[config.mk]
export PLATFORM = sky130hd
export DESIGN_NAME = mul_sweep_ctrl
export DESIGN_NICKNAME = d
export VERILOG_FILES = /design/src/rtl/mul_sweep_pkg.sv /design/src/rtl/mul_golden_ref.sv /design/src/rtl/mul_sweep_ctrl.sv
export SDC_FILE = /design/constraint.sdc
export NUM_CORES = 1
export LEC_CHECK = 0
export BUFFER_PORTS_ARGS = -buffer_cell sky130_fd_sc_hd__buf_2
export CAP_MARGIN = 20
export CORE_MARGIN = 2
export CORE_UTILIZATION = 25
export DETAILED_ROUTE_END_ITERATION = 7
export PLACE_DENSITY_LB_ADDON = 0.2
export SYNTH_ARGS = -nofsm -noshare
export SYNTH_HDL_FRONTEND = slang
export SYNTH_SLANG_ARGS = --single-unit
[constraint.sdc]
create_clock -name clk -period 4.7 [get_ports clk]
set_input_delay 0.235 -clock clk [delete_from_list [all_inputs] [get_ports clk]]
set_output_delay 0.235 -clock clk [all_outputs]
set_load 0.02 [all_outputs]
[src/rtl/mul_sweep_pkg.sv]
// Shared types and sizing helpers for the multiplier sweep controller.
package mul_sweep_pkg;

   typedef enum logic [1:0] {
      IDLE   = 2'd0,
      DRIVE  = 2'd1,
      SAMPLE = 2'd2,
      FINISH = 2'd3
   } sweep_state_t;

   // Number of operand pairs in an exhaustive sweep of a width x width multiplier.
   function automatic int n_vectors(input int width);
      return 1 << (2 * width);
   endfunction

   // Error counter must hold n_vectors itself, hence one bit more than the index.
   function automatic int cnt_width(input int width);
      return 2 * width + 1;
   endfunction

endpackage

[src/rtl/mul_golden_ref.sv]
// Golden unsigned multiplier; kept separate so a signed reference can replace it.
module mul_golden_ref #(
   parameter int WIDTH = 2
) (
   input  logic [WIDTH-1:0]   a,
   input  logic [WIDTH-1:0]   b,
   output logic [2*WIDTH-1:0] p
);

   assign p = {{WIDTH{1'b0}}, a} * {{WIDTH{1'b0}}, b};

endmodule

[src/rtl/mul_sweep_ctrl.sv]
// Exhaustive sweep of a combinational candidate multiplier against a golden model.
// Optional first-mismatch capture ports: MUL_SWEEP_FAIL_CAPTURE_EN.
module mul_sweep_ctrl
   import mul_sweep_pkg::*;
#(
   parameter int WIDTH = 2
) (
   input  logic                         clk,
   input  logic                         rst,
   input  logic                         start,
   input  logic                         abort,
   output logic [WIDTH-1:0]             mul_a,
   output logic [WIDTH-1:0]             mul_b,
   input  logic [2*WIDTH-1:0]           mul_p,
   output logic                         busy,
   output logic                         done,
   output logic [cnt_width(WIDTH)-1:0]  err_count,
   output logic                         pass,
`ifdef MUL_SWEEP_FAIL_CAPTURE_EN
   output logic [WIDTH-1:0]             fail_a,
   output logic [WIDTH-1:0]             fail_b,
   output logic [2*WIDTH-1:0]           fail_p,
   output logic                         fail_valid,
`endif
   output sweep_state_t                 dbg_state
);

   localparam int PW = 2 * WIDTH;
   localparam int CW = cnt_width(WIDTH);
   localparam logic [PW-1:0] IDX_LAST = '1;
   localparam logic [CW-1:0] ERR_MAX  = CW'(n_vectors(WIDTH));

   sweep_state_t    state;
   sweep_state_t    state_nxt;
   logic [PW-1:0]   idx;
   logic [PW-1:0]   golden_p;
   logic            mismatch;
   logic            accept;
   logic            sample_go;
   logic [CW-1:0]   err_upd;

   mul_golden_ref #(.WIDTH(WIDTH)) u_golden (
      .a (mul_a),
      .b (mul_b),
      .p (golden_p)
   );

   // Handshake: start is a request accepted only in IDLE (no ready needed, ignored
   // otherwise); done is a single-cycle completion pulse, busy brackets the sweep.
   assign accept    = (state == IDLE) && start;
   assign sample_go = (state == SAMPLE) && !abort;
   assign mismatch  = (mul_p != golden_p);
   assign err_upd   = (mismatch && (err_count != ERR_MAX)) ? err_count + CW'(1) : err_count;

   always_ff @(posedge clk or posedge rst) begin
      if (rst) state <= IDLE;
      else     state <= state_nxt;
   end

   always_comb begin
      state_nxt = state;
      case (state)
         IDLE:    if (start) state_nxt = DRIVE;
         DRIVE:   state_nxt = abort ? IDLE : SAMPLE;
         SAMPLE: begin
            if (abort)                state_nxt = IDLE;
            else if (idx == IDX_LAST) state_nxt = FINISH;
            else                      state_nxt = DRIVE;
         end
         FINISH:  state_nxt = IDLE;
         default: state_nxt = IDLE;
      endcase
   end

   always_comb begin
      busy      = (state != IDLE);
      done      = (state == FINISH);
      dbg_state = state;
   end

   // Pass is resolved on the final SAMPLE edge so it is valid alongside done.
   always_ff @(posedge clk or posedge rst) begin
      if (rst) begin
         idx       <= '0;
         mul_a     <= '0;
         mul_b     <= '0;
         err_count <= '0;
         pass      <= 1'b0;
      end else if (accept) begin
         idx       <= '0;
         err_count <= '0;
         pass      <= 1'b0;
      end else if (state == DRIVE) begin
         mul_a <= idx[WIDTH-1:0];
         mul_b <= idx[PW-1:WIDTH];
      end else if (state == SAMPLE) begin
         if (abort) begin
            pass <= 1'b0;
         end else begin
            err_count <= err_upd;
            if (idx == IDX_LAST) pass <= (err_upd == '0);
            else                 idx  <= idx + PW'(1);
         end
      end
   end

`ifdef MUL_SWEEP_FAIL_CAPTURE_EN
   always_ff @(posedge clk or posedge rst) begin
      if (rst) begin
         fail_a     <= '0;
         fail_b     <= '0;
         fail_p     <= '0;
         fail_valid <= 1'b0;
      end else if (accept) begin
         fail_a     <= '0;
         fail_b     <= '0;
         fail_p     <= '0;
         fail_valid <= 1'b0;
      end else if (sample_go && mismatch && !fail_valid) begin
         fail_a     <= mul_a;
         fail_b     <= mul_b;
         fail_p     <= mul_p;
         fail_valid <= 1'b1;
      end
   end
`endif

endmodule

Word level (Yosys, flattened, before mapping):

Index checks and enable logic that the tools add are counted.

* output and inout port bits: 14
* logic and storage cells: 51
* input bits: 8
* bits in registers: 16

* add/subtract/negate cells: 2
* reductions and logical operators: 11
* eq/ne operators: 10
* multipliers: 1
* multiplexer cells: 20
* bitwise operators: 1

Operator list (number)
* $mux 5: 5
* $mux 4: 5
* $mux 2: 4
* $pmux 2 s4: 1
* $ne 2x2->1 const B: 3
* $reduce_and 3->1: 2
* $add 5x1->5 const B: 1
* $logic_not 5->1: 1
* $mux 1: 5
* $ne 5x5->1 const B: 1
* $add 4x1->4 const B: 1
* $eq 2x2->1 const B: 2
* $eq 4x4->1 const B: 1
* $mul 2x2->4: 1
* $ne 4x4->1: 1
* $reduce_and 4->1: 1
* $reduce_bool 2->1: 2
* $reduce_bool 3->1: 1
* $eq 2x1->1 const B: 1
* $logic_and 1x1->1: 2
* $logic_not 2->1: 1
* $ne 2x1->1 const B: 1
* $reduce_and 2->1: 1
* $not 1->1: 1

Logic depth before layout (Yosys ltp):

Gate-level depths: netlist of run 1.

* word-level depth: 10
* depth in mapped cells: 8
* gate-level depth less buffers: 8

Modules after synthesis:

A second synthesis of run 1 with hierarchy kept.

* cells, all modules: 92
* area, all modules: 967.2 um^2

By module, submodules not included
* mul_sweep_ctrl: instances 1, sequential area each 400.4 um^2, cells each 86, area an instance 917.1 um^2
* mul_golden_ref: instances 1, sequential area each 0.0 um^2, cells each 6, area an instance 50.0 um^2

Worst setup path before layout of run 1:

No wires, ideal clock.

* kind: reg-to-reg
* start: reg mul_b[1]
* end: reg err_count[4]
* data arrival time: 2.115 ns
* stages on the path, launching flop included: 9
* slack: 2.504 ns
* buffers on the path: 0
* path through: dfrtp_1 and2_1 ha_1 ha_1 xor2_1 nor3_2 a21oi_2 a41o_2 a31oi_1

* word-level cells in the longest chain between the ends: 8

Ends and longest elaborated chain
* from (decl): line mul_sweep_ctrl.sv:13 `output logic [WIDTH-1:0] mul_b,`
* from (signal assigned): line mul_sweep_ctrl.sv:95 `mul_b <= idx[PW-1:WIDTH];`
* $mul 2x2->4: line mul_golden_ref.sv:10 `assign p = {{WIDTH{1'b0}}, a} * {{WIDTH{1'b0}}, b};`
* $ne 4x4->1: line mul_sweep_ctrl.sv:52 `assign mismatch = (mul_p != golden_p);`
* $logic_and 1x1->1: line mul_sweep_ctrl.sv:53 `assign err_upd = (mismatch && (err_count != ERR_MAX)) ? err_count + CW'(1) : err_count;`
* $mux 5: line mul_sweep_ctrl.sv:53
* $mux 5: line mul_sweep_ctrl.sv:97 `if (abort) begin`
* $mux 5: line mul_sweep_ctrl.sv:96 `end else if (state == SAMPLE) begin`
* $mux 5: line mul_sweep_ctrl.sv:93 `end else if (state == DRIVE) begin`
* $mux 5: line mul_sweep_ctrl.sv:89 `end else if (accept) begin`
* to (signal assigned): line mul_sweep_ctrl.sv:100 `err_count <= err_upd;`
* to (decl): line mul_sweep_ctrl.sv:17 `output logic [cnt_width(WIDTH)-1:0] err_count,`

Every way passes these cells. The select of a mux whose other input is x is not followed.
A chain may end at the register's enable or synchronous reset.

Final worst setup path of run 1:

Same ends and word-level chain as after synthesis.

==> out/metrics.cfg, run 1 <==
[sta]
setup_viol_count_final = 0
fin_crit_ns = 2.22
relSlewSlack_pct = 58.6
finClkSkew_ns = 0.00156
period_share_pct = 47.2
fmax_ghz = 0.450
hold_viol_final = 0
setup-tns-final_ns = 0
max_slew.worst_pin.slew_ns = 0.621
rsz0062_at_grt = no
slew_viol_final = 0

[clock_tree]
clk_pin_slew_ns = 0.06
cts_tree = done
ctsHoldBuffers = 0
cts-resized-gates = 0
cts_buffers = 3
clock_sinks = 16
cts_root_buf = clkbuf_8
clk_latency_ns = 0.25
clockBufferDepth = 2
post_cts_buffers = 0
cts_htree_levels = 1

[critical_path]
cp-end-kind = flip-flop
cp.required_ns = 4.87
start_kind = flip-flop
arrival_ns = 2.39
critPathKind = flip-flop to flip-flop
crit_fanout = 8

[synth]
synthCells = 101
yosys.area.top_type = dfrtp_1
ys_ff_latch = 16
synthArstFlopShare_pct = 100
netlist-cell-type-count = 39
synth_area_sq_mm = 0.00103
synth-edff-count = 0
synth_top_area_share_pct = 38.9
synth_flop_cell = dfrtp_1
synth_most_common_cell = dfrtp_1
synth-seq-area-share_pct = 38.9
netlist_top_cells_count = dfrtp_1, nor2_1, a31oi_1, xor2_1
synth.area.top_cells = dfrtp_1, ha_1, xor2_1
syn_area_per_cell_sq_um = 10.2
syn_nets = 114
yosys_warnings = 0

[final_layout]
multi_input_area_sq_um = 589
layout-drive-gt1-share_pct = 32.5
seq_area_sq_um = 400
final_nets = 137
final_util_pct = 31.0
instances_no_fill = 173
area_growth_pct = 19.7
fill_cells = 434
fin_area_sq_mm = 0.00123
antenna_cells = 0

[grt]
grt_usage_pct = 11.0
grt_pass1_vias = 811
grt_max_degree = 17
antenna_found_initial = 0
gr-total-overflow = 0
grt_pass1_wl_microns = 3750

[drt]
wire_per_inst_microns = 12.5
highest_layer = met4
antenna_left = 0
routed_wl_microns = 2160
dr_wl_met2_microns = 1050
drt-met1-wl_microns = 958
drtIter0Drc = 67
via_per_inst = 4.64
drt_pass1_iterations = 4
drc = 0
dr_wl_met3_microns = 127
detailroute.via_count = 803

[status]
status = finished, final reports clean

[floorplanning]
die_h_microns = 68.1
io_pins = 22
die-width_microns = 68.1
coreArea_sq_mm = 0.00397
rows = 23
initial_core_util_pct = 25.9
die_area_sq_mm = 0.00464

[placed_design]
io_buffers = 21
gp_congestion = 0.795
placed_cells = 169
dp_hpwl_microns = 1660
place_area_sq_mm = 0.00118

[power_and_ir_drop]
total_power_uw = 403
power.density_mw_per_mm2 = 328
ir_worst_vdd_mv = 0.173
leakagePower_nw = 0.620

[run]
cap_violations = 0

[worst_hold_path]
hold_class = input port to asynchronous set/reset pin

## registers in the layout, summed over array words and instances (netlist names)
| signal | cells |
|---|---|
| dbg_state | 2 |
| err_count | 5 |
| idx | 4 |
| mul_a | 2 |
| mul_b | 2 |
| pass | 1 |
## logic make-up after synthesis
kind of cell	Yosys count	synth area share, %
AND/OR/NAND/NOR	34	20.2
AO/OA/AOI/OAI	23	17.0
flip-flops	16	38.9
XOR/XNOR	9	7.66
buffers and inverters	8	3.77
multiplexers	6	6.33
adder cells (fa/ha/maj)	5	6.08
## path summary, 6_finish.rpt
| check | startpoint | end | slack (ns) | cells past startpoint |
|---|---|---|---|---|
| setup / recovery | mul_b[1] | err_count[4] | 2.48 | 8 |
| hold / removal | rst | err_count[4] | 0.05 | 2 |
| setup reg to reg | mul_b[1] | err_count[4] | 2.48 | 8 |
| hold reg to reg | mul_b[1] | mul_b[1] | 0.54 | 1 |
| max in group asynchronous | rst | dbg_state[1] | 4.25 | 2 |
| min in group clk | abort | dbg_state[1] | 0.18 | 2 |
## critical path, stage by stage (launching register included)
cell and delay (ns):
dfrtp_1 0.39, and2_1 0.16, ha_1 0.19, ha_1 0.28
xor2_1 0.17, nor3_2 0.31, a21oi_2 0.18, a41o_2 0.30
a31oi_1 0.16
## power by group
part           total [mW]  internal, mW  switching (mW)
combinational       0.107        0.0460          0.0609
sequential          0.173         0.151          0.0222
clock               0.123        0.0744          0.0490
total               0.403         0.271           0.132
## area by class of cell
class | instances | area share (%)
Clock buffer | 4 | 4.47
Multi-Input combinational cell | 77 | 47.9
Timing Repair Buffer | 21 | 8.54
Tap cell | 50 | 5.08
Inverter | 5 | 1.52
Sequential cell | 16 | 32.5
## per-layer routing
layer / track usage (%) / vias up
li1: - / 403
met1: 13.2 / 381
met2: 18.0 / 15
met3: 3.95 / 4
met4: 3.75 / 0
met5: 0 / -
## layout by cell type (no fill, tap or decap), types with 2 or more instances in the layout
cell,Yosys,final
clkbuf_8,0,4
dfrtp_1,16,16
mux2i_1,2,2
nor3b_1,2,2
a31oi_1,6,6
a21oi_1,3,3
mux2_2,4,4
nand2_1,4,4
nor3_1,2,2
inv_1,5,5
xnor2_1,3,3
o21ai_0,3,3
ha_1,5,5
nand3_1,2,2
nor2_1,9,9
a22o_1,2,2
xor2_1,6,6
and2_1,5,5
buf_2,1,21
## metrics by stage
| step | hold WS (ns) | setup slack [ns] |
|---|---|---|
| final | 0.0471 | 2.48 |
| after global routing | 0.0978 | 2.30 |
| after CTS | 0.0724 | 2.46 |
| after detailed placement | 0.351 | 2.48 |
| after global placement | 0.364 | 2.52 |
| after floorplan | 0.149 | 2.50 |
(Power assumes the default switching activity.)
==> run 2: changes to the inputs <==
Settings changed: ABC_AREA set to 1.
Clock period 4.7 ns to 2 ns, I/O delays scaled along.
==> run 2 against run 1 <==
Compared with the run above: non-clock buffer count is 3 higher; sequential cell count is the same; hold slack improved by 0.010 ns; utilization is 1.7 points higher; global-route usage is 0.44 points lower; sequential share of layout area decreased by 2.0 points; clock power rose by 140%.
==> out/metrics.cfg, run 2 <==
[status]
status = finished, final reports clean  ; unchanged

[synth]
synth.area.top_cells = dfrtp_1, nand2_1, inv_1  ; was dfrtp_1, ha_1, xor2_1
syn_nets = 155  ; was 114
yosys_warnings = 0  ; unchanged
yosys.area.top_type = dfrtp_1  ; unchanged
synth-seq-area-share_pct = 38.4  ; was 38.9%
synthCells = 142  ; was 101
synth_flop_cell = dfrtp_1  ; unchanged
synthArstFlopShare_pct = 100  ; unchanged
netlist-cell-type-count = 22  ; was 39
synth_most_common_cell = nand2_1  ; was dfrtp_1
synth_top_area_share_pct = 38.4  ; was 38.9%
ys_ff_latch = 16  ; unchanged
netlist_top_cells_count = nand2_1, inv_1, dfrtp_1  ; was dfrtp_1, nor2_1, a31oi_1, xor2_1
synth_area_sq_mm = 0.00104  ; was 0.00103 sq mm
syn_area_per_cell_sq_um = 7.34  ; was 10.2 sq um
synth-edff-count = 0  ; unchanged

[placed_design]
dp_hpwl_microns = 1810  ; was 1660 microns
io_buffers = 21  ; unchanged
gp_congestion = 0.837  ; was 0.795

[sta]
slew_viol_final = 0  ; unchanged
hold-worst-slack_ns = 0.0574  ; was 0.0471 ns
period_share_pct = 93.1  ; was 47.2%
setup_viol_count_final = 0  ; unchanged
relSlewSlack_pct = 57.1  ; was 58.6%
max_slew.worst_pin.slew_ns = 0.642  ; was 0.621 ns
fin_crit_ns = 1.86  ; was 2.22 ns
rsz0062_at_grt = no  ; unchanged
fmax_ghz = 0.537  ; was 0.450 GHz
hold_viol_final = 0  ; unchanged
finClkSkew_ns = 0.00181  ; was 0.00156 ns
setup-tns-final_ns = 0  ; unchanged

[drt]
highest_layer = met4  ; unchanged
drt-met1-wl_microns = 1140  ; was 958 microns
routed_wl_microns = 2270  ; was 2160 microns
antenna_left = 0  ; unchanged
drc = 0  ; unchanged
dr_wl_met3_microns = 88  ; was 127 microns
detailroute.via_count = 959  ; was 803
wire_per_inst_microns = 10.3  ; was 12.5 microns
dr_wl_met2_microns = 1010  ; was 1050 microns
drt_pass1_iterations = 4  ; unchanged
drtIter0Drc = 62  ; was 67
via_per_inst = 4.36  ; was 4.64

[clock_tree]
post_cts_buffers = 0  ; unchanged
cts_tree = done  ; unchanged
cts_root_buf = clkbuf_8  ; unchanged
clockBufferDepth = 2  ; unchanged
cts_htree_levels = 1  ; unchanged
cts_buffers = 3  ; unchanged
clk_pin_slew_ns = 0.07  ; was 0.06 ns
clk_latency_ns = 0.25  ; about the same
clock_sinks = 16  ; unchanged

[final_layout]
largest-register = err_count  ; unchanged
antenna_cells = 0  ; unchanged
final_nets = 184  ; was 137
final_cell_mix = nand2_1, inv_1, buf_2, dfrtp_1, nand3_1  ; was buf_2, dfrtp_1, nor2_1, xor2_1, a31oi_1
layout-drive-gt1-share_pct = 22.9  ; was 32.5%
final_common_cell = nand2_1  ; was buf_2
largestRegisters = err_count: 5 flops, idx: 4 flops  ; unchanged
largest_register_ff_count = 5  ; unchanged
area_growth_pct = 25.7  ; was 19.7%

[floorplanning]
coreArea_sq_mm = 0.00400  ; was 0.00397 sq mm
die_h_microns = 68.6  ; was 68.1 microns
die_area_sq_mm = 0.00470  ; was 0.00464 sq mm
io_pins = 22  ; unchanged
die-width_microns = 68.6  ; was 68.1 microns
initial_core_util_pct = 26.1  ; was 25.9%
rows = 23  ; unchanged

[critical_path]
arrival_ns = 2.05  ; was 2.39 ns
critPathKind = flip-flop to flip-flop  ; unchanged
crit_fanout = 5  ; was 8
start_kind = flip-flop  ; unchanged
cp-end-kind = flip-flop  ; unchanged
cp.required_ns = 2.19  ; was 4.87 ns

[grt]
gr-total-overflow = 0  ; unchanged
antenna_found_initial = 0  ; unchanged
grt_usage_pct = 10.5  ; was 11.0%
grt_max_degree = 17  ; unchanged
grt_pass1_wl_microns = 3710  ; was 3750 microns
grt_pass1_vias = 870  ; was 811

[run]
cap_violations = 0  ; unchanged

[power_and_ir_drop]
leakagePower_nw = 0.743  ; was 0.620 nW
ir_worst_vdd_mv = 0.341  ; was 0.173 mV
total_power_uw = 858  ; was 403 uW
power.density_mw_per_mm2 = 655  ; was 328 mW/mm^2

[worst_hold_path]
hold_class = input port to flip-flop  ; was input port to asynchronous set/reset pin

[run 2: cell types whose count changed in the layout (fill, tap and decap cells not counted), sizes merged, moves of 3 or more]
cell,previous run,this run
inv,5,29
a31oi,6,0
and2,6,0
nand2,4,45
mux2,4,1
nand3,2,13
o21ai,4,8
[run 2: per-stage QoR]
stage	instances	utilization [%]	area [sq um]	setup slack, ns
global route	220	32.7	1310	0.00278
global placement	215	30.6	1220	0.0879
detailed placement	215	30.6	1220	0.0690
floorplan	142	-	1040	0.127
CTS	220	32.2	1290	0.0594
finish	220	32.7	1310	0.138
[run 2: cells by family after synthesis]
kind of cell               synth area share [%]
AOI/OAI and AO/OA                          9.24
buffers and inverters                      10.4
DFF                                        38.4
xor gates and xnor gates                   4.20
muxes                                      1.08
and+or+nand+nor                            30.6
adders and majority gates                  6.00
[run 2: critical path, stage by stage, from the launching register on]
cell and delay (ns):
dfrtp_1 0.41, nand2_1 0.08, inv_1 0.04, ha_1 0.21
ha_4 0.29, xor2_1 0.14, nor2_1 0.07, nand2_2 0.12
nand3_1 0.08, nand2_1 0.09, inv_1 0.04, nor2_1 0.12
nand2_1 0.07, nand2_1 0.05
[run 2: worst paths after layout]
path,end,cells after the start,startpoint,slack (ns)
setup / recovery,pass,13,mul_b[1],0.14
hold / removal,dbg_state[1],2,abort,0.06
setup reg to reg,pass,13,mul_b[1],0.14
hold reg to reg,mul_b[1],2,mul_b[1],0.55
max in group asynchronous,idx[2],3,rst,1.11
min in group asynchronous,err_count[4],3,rst,0.48
[run 2: layout make-up]
class	instances	area (sq um)
fill	424	2690
multi-input combinational	97	553
sequential	16	400
timing repair buffer	24	130
inverter	29	109
tap	50	62.6
clock buffer	4	55.1
[run 2: power breakdown]
group          switching, mW  internal, mW
sequential            0.0209         0.346
combinational          0.132        0.0698
clock                  0.115         0.175
total                  0.268         0.590
[run 2: timing repair]
action	4_1_cts	5_1_grt
gates resized for setup	0	2
setup endpoints to repair	0	1
hold buffers	1	0
endpoints found under the hold margin	16	0
[run 2: metal layers]
metal / track usage, % / vias to the layer above
li1: - / 497
met1: 14.3 / 440
met2: 16.6 / 18
met3: 1.95 / 4
met4: 3.75 / 0
met5: 0 / -
==> run 3: changes to the inputs <==
Settings changed: SYNTH_HIERARCHICAL set to 1.
==> run 3 against run 2 <==
Compared with the run above: combinational power rose by 17%; via count is 4.2% lower; final area up 0.76%; wire length is 0.71% higher; non-clock buffer count grew 3; hold slack better by 0.010 ns; synthesized area decreased by 1.4%; utilization is 0.49 points higher; sequential power increased by 4%.
==> out/metrics.cfg, run 3 <==
[clock_tree]
cts_buffers = 3  ; unchanged
clk_latency_ns = 0.25  ; about the same
cts_tree = done  ; unchanged
clock_sinks = 16  ; unchanged
clockBufferDepth = 2  ; unchanged
cts_root_buf = clkbuf_8  ; unchanged
cts_htree_levels = 1  ; unchanged
clk_pin_slew_ns = 0.06  ; was 0.07 ns

[final_layout]
layout-drive-gt1-share_pct = 29.0  ; was 22.9%
area_growth_pct = 28.5  ; was 25.7%
final_util_pct = 33.2  ; was 32.7%
multi_input_area_sq_um = 529  ; was 553 sq um
seq_area_sq_um = 400  ; unchanged
fill_cells = 444  ; was 424
final_cell_mix = nand2_1, inv_1, buf_2, dfrtp_1, o21ai_0  ; was nand2_1, inv_1, buf_2, dfrtp_1, nand3_1
largestRegisters = err_count: 5 flops, idx: 4 flops  ; unchanged
antenna_cells = 0  ; unchanged
final_common_cell = nand2_1  ; unchanged
final_nets = 183  ; was 184
fin_area_sq_mm = 0.00132  ; was 0.00131 sq mm
largest-register = err_count  ; unchanged
largest_register_ff_count = 5  ; unchanged

[drt]
via_per_inst = 4.20  ; was 4.36
detailroute.via_count = 919  ; was 959
drc = 0  ; unchanged
wire_per_inst_microns = 10.4  ; was 10.3 microns
drtIter0Drc = 52  ; was 62
antenna_left = 0  ; unchanged
drt_pass1_iterations = 4  ; unchanged
routed_wl_microns = 2290  ; was 2270 microns

[critical_path]
cp.depth = 15  ; was 13
cp-end-kind = flip-flop  ; unchanged
start_kind = flip-flop  ; unchanged
crit-reg2reg-capture = pass  ; unchanged
startpoint = mul_b[0]  ; was mul_b[1]
slowest_stage = dfrtp_1  ; unchanged
cp.required_ns = 2.18  ; was 2.19 ns
critPathKind = flip-flop to flip-flop  ; unchanged
crit_fanout = 6  ; was 5
worstRegToRegCells = 15  ; was 13
crit_top_cell = nand2_1  ; unchanged
ff2ff_setup_slack_ns = 0.09  ; was 0.14 ns
rr_startpoint = mul_b[0]  ; was mul_b[1]
path_cells = nand2_1, inv_1, ha_2, ha_4, nand2_1, nand2_1, nor2_2, nand2_2, nand2_4, buf_4, nand2_1, nand3_1, nor2_1, nand2_1, a21oi_2  ; was nand2_1, inv_1, ha_1, ha_4, xor2_1, nor2_1, nand2_2, nand3_1, nand2_1, inv_1, nor2_1, nand2_1, nand2_1
arrival_ns = 2.09  ; was 2.05 ns
path_buf_inv = 2  ; unchanged
crit_family = simple AND/OR/NAND/NOR gates  ; unchanged
slowest_delay_ns = 0.37  ; was 0.41 ns
worstSetupEndpoint = pass  ; unchanged

[floorplanning]
initial_core_util_pct = 25.9  ; was 26.1%
die_area_sq_mm = 0.00464  ; was 0.00470 sq mm
die_h_microns = 68.1  ; was 68.6 microns
rows = 23  ; unchanged
coreArea_sq_mm = 0.00397  ; was 0.00400 sq mm
die-width_microns = 68.1  ; was 68.6 microns
io_pins = 22  ; unchanged

[synth]
synth_most_common_cell = nand2_1  ; unchanged
synthArstFlopShare_pct = 100  ; unchanged
netlist-cell-type-count = 21  ; was 22
synth-seq-area-share_pct = 39.0  ; was 38.4%
ys_ff_latch = 16  ; unchanged
synth_flop_cell = dfrtp_1  ; unchanged
synth_top_area_share_pct = 39.0  ; was 38.4%
syn_area_per_cell_sq_um = 7.44  ; was 7.34 sq um
yosys_warnings = 6  ; was 0
synth_area_sq_mm = 0.00103  ; was 0.00104 sq mm
yosys.area.top_type = dfrtp_1  ; unchanged
synthCells = 138  ; was 142
syn_nets = 151  ; was 155
synth-edff-count = 0  ; unchanged
synth.area.top_cells = dfrtp_1, nand2_1, inv_1  ; unchanged
netlist_top_cells_count = nand2_1, inv_1, dfrtp_1  ; unchanged

[sta]
max_slew.worst_pin.slew_ns = 0.631  ; was 0.642 ns
period_share_pct = 95.3  ; was 93.1%
setup-tns-final_ns = 0  ; unchanged
slew_viol_final = 0  ; unchanged
rsz0062_at_grt = yes  ; was no
hold_viol_final = 0  ; unchanged
fin_crit_ns = 1.91  ; was 1.86 ns
relSlewSlack_pct = 57.9  ; was 57.1%
fin_ws_ns = 0.0949  ; was 0.138 ns
setup_viol_count_final = 0  ; unchanged
hold-worst-slack_ns = 0.0675  ; was 0.0574 ns
finClkSkew_ns = 0.000819  ; was 0.00181 ns
fmax_ghz = 0.525  ; was 0.537 GHz

[placed_design]
place_area_sq_mm = 0.00122  ; about the same
dp_slack_ns = 0.0660  ; was 0.0690 ns
dp_hpwl_microns = 1840  ; was 1810 microns
io_buffers = 21  ; unchanged
gp_congestion = 0.861  ; was 0.837

[status]
status = finished, final reports clean  ; unchanged

[power_and_ir_drop]
power.density_mw_per_mm2 = 687  ; was 655 mW/mm^2
ir_worst_vdd_mv = 0.359  ; was 0.341 mV
leakagePower_nw = 0.708  ; was 0.743 nW

[grt]
grt_pass1_vias = 905  ; was 870
grt_usage_pct = 11.2  ; was 10.5%
antenna_found_initial = 0  ; unchanged
grt_max_degree = 17  ; unchanged
gr-total-overflow = 0  ; unchanged
grt_pass1_wl_microns = 3900  ; was 3710 microns

[worst_hold_path]
hold_class = input port to flip-flop  ; unchanged

[run]
cap_violations = 0  ; unchanged

run 3: metal layers:
layer	share of wire [%]	vias to the layer above	wire length, microns	global-route usage, %
met5	0	-	0	0
met4	0.92	0	21	5.25
met3	3.2	2	73	1.48
met2	50	17	1140	18.4
met1	46	413	1050	14.3
li1	-	487	-	-
run 3: cell type report:
class / count / area share, %
multi-input cells: 90 / 40.1
flip-flops and latches: 16 / 30.3
repair buffers: 27 / 11.6
inverters: 32 / 9.10
well taps: 50 / 4.74
clock buffers: 4 / 4.17
run 3: logic make-up (layout without fill, tap and decap cells):
| family | Yosys count | count (layout) | synth area share, % |
|---|---|---|---|
| compound gates | 19 | 19 | 9.99 |
| buf+inv | 32 | 63 | 11.7 |
| flops | 16 | 16 | 39.0 |
| xor+xnor | 3 | 3 | 2.56 |
| mux | 1 | 1 | 1.10 |
| fa+ha+maj | 5 | 5 | 6.09 |
| simple gates | 62 | 62 | 29.6 |
run 3: where the power goes:
part	switching, mW	total [mW]	internal [mW]
clock	0.114	0.289	0.175
sequential	0.0282	0.381	0.353
combinational	0.148	0.237	0.0886
total	0.291	0.907	0.616
run 3: what timing repair did:
action / in CTS / in global routing
hold buffers: 1 / 0
endpoints found under the setup margin: 0 / 1
gates resized for setup: 0 / 6
buffers inserted: 0 / 2
endpoints found under the hold margin: 16 / 0
run 3: how the worst min path moves through the flow:
stage,start,endpoint,slack (ns),cells after the start
after global placement,rst,err_count[3],0.22,2
after floorplan,rst,dbg_state[0],0.01,1
after CTS,abort,dbg_state[1],0.06,2
final,abort,dbg_state[1],0.07,2
after detailed placement,rst,err_count[4],0.22,2
after global routing,abort,dbg_state[1],0.08,2
run 3: per-stage QoR:
| step | cells | power [mW] |
|---|---|---|
| finish | 219 | 0.907 |
| global route | 219 | 0.969 |
| CTS | 217 | 0.906 |
| detailed placement | 212 | 0.611 |
| global placement | 212 | 0.607 |
| floorplan | 138 | 0.533 |
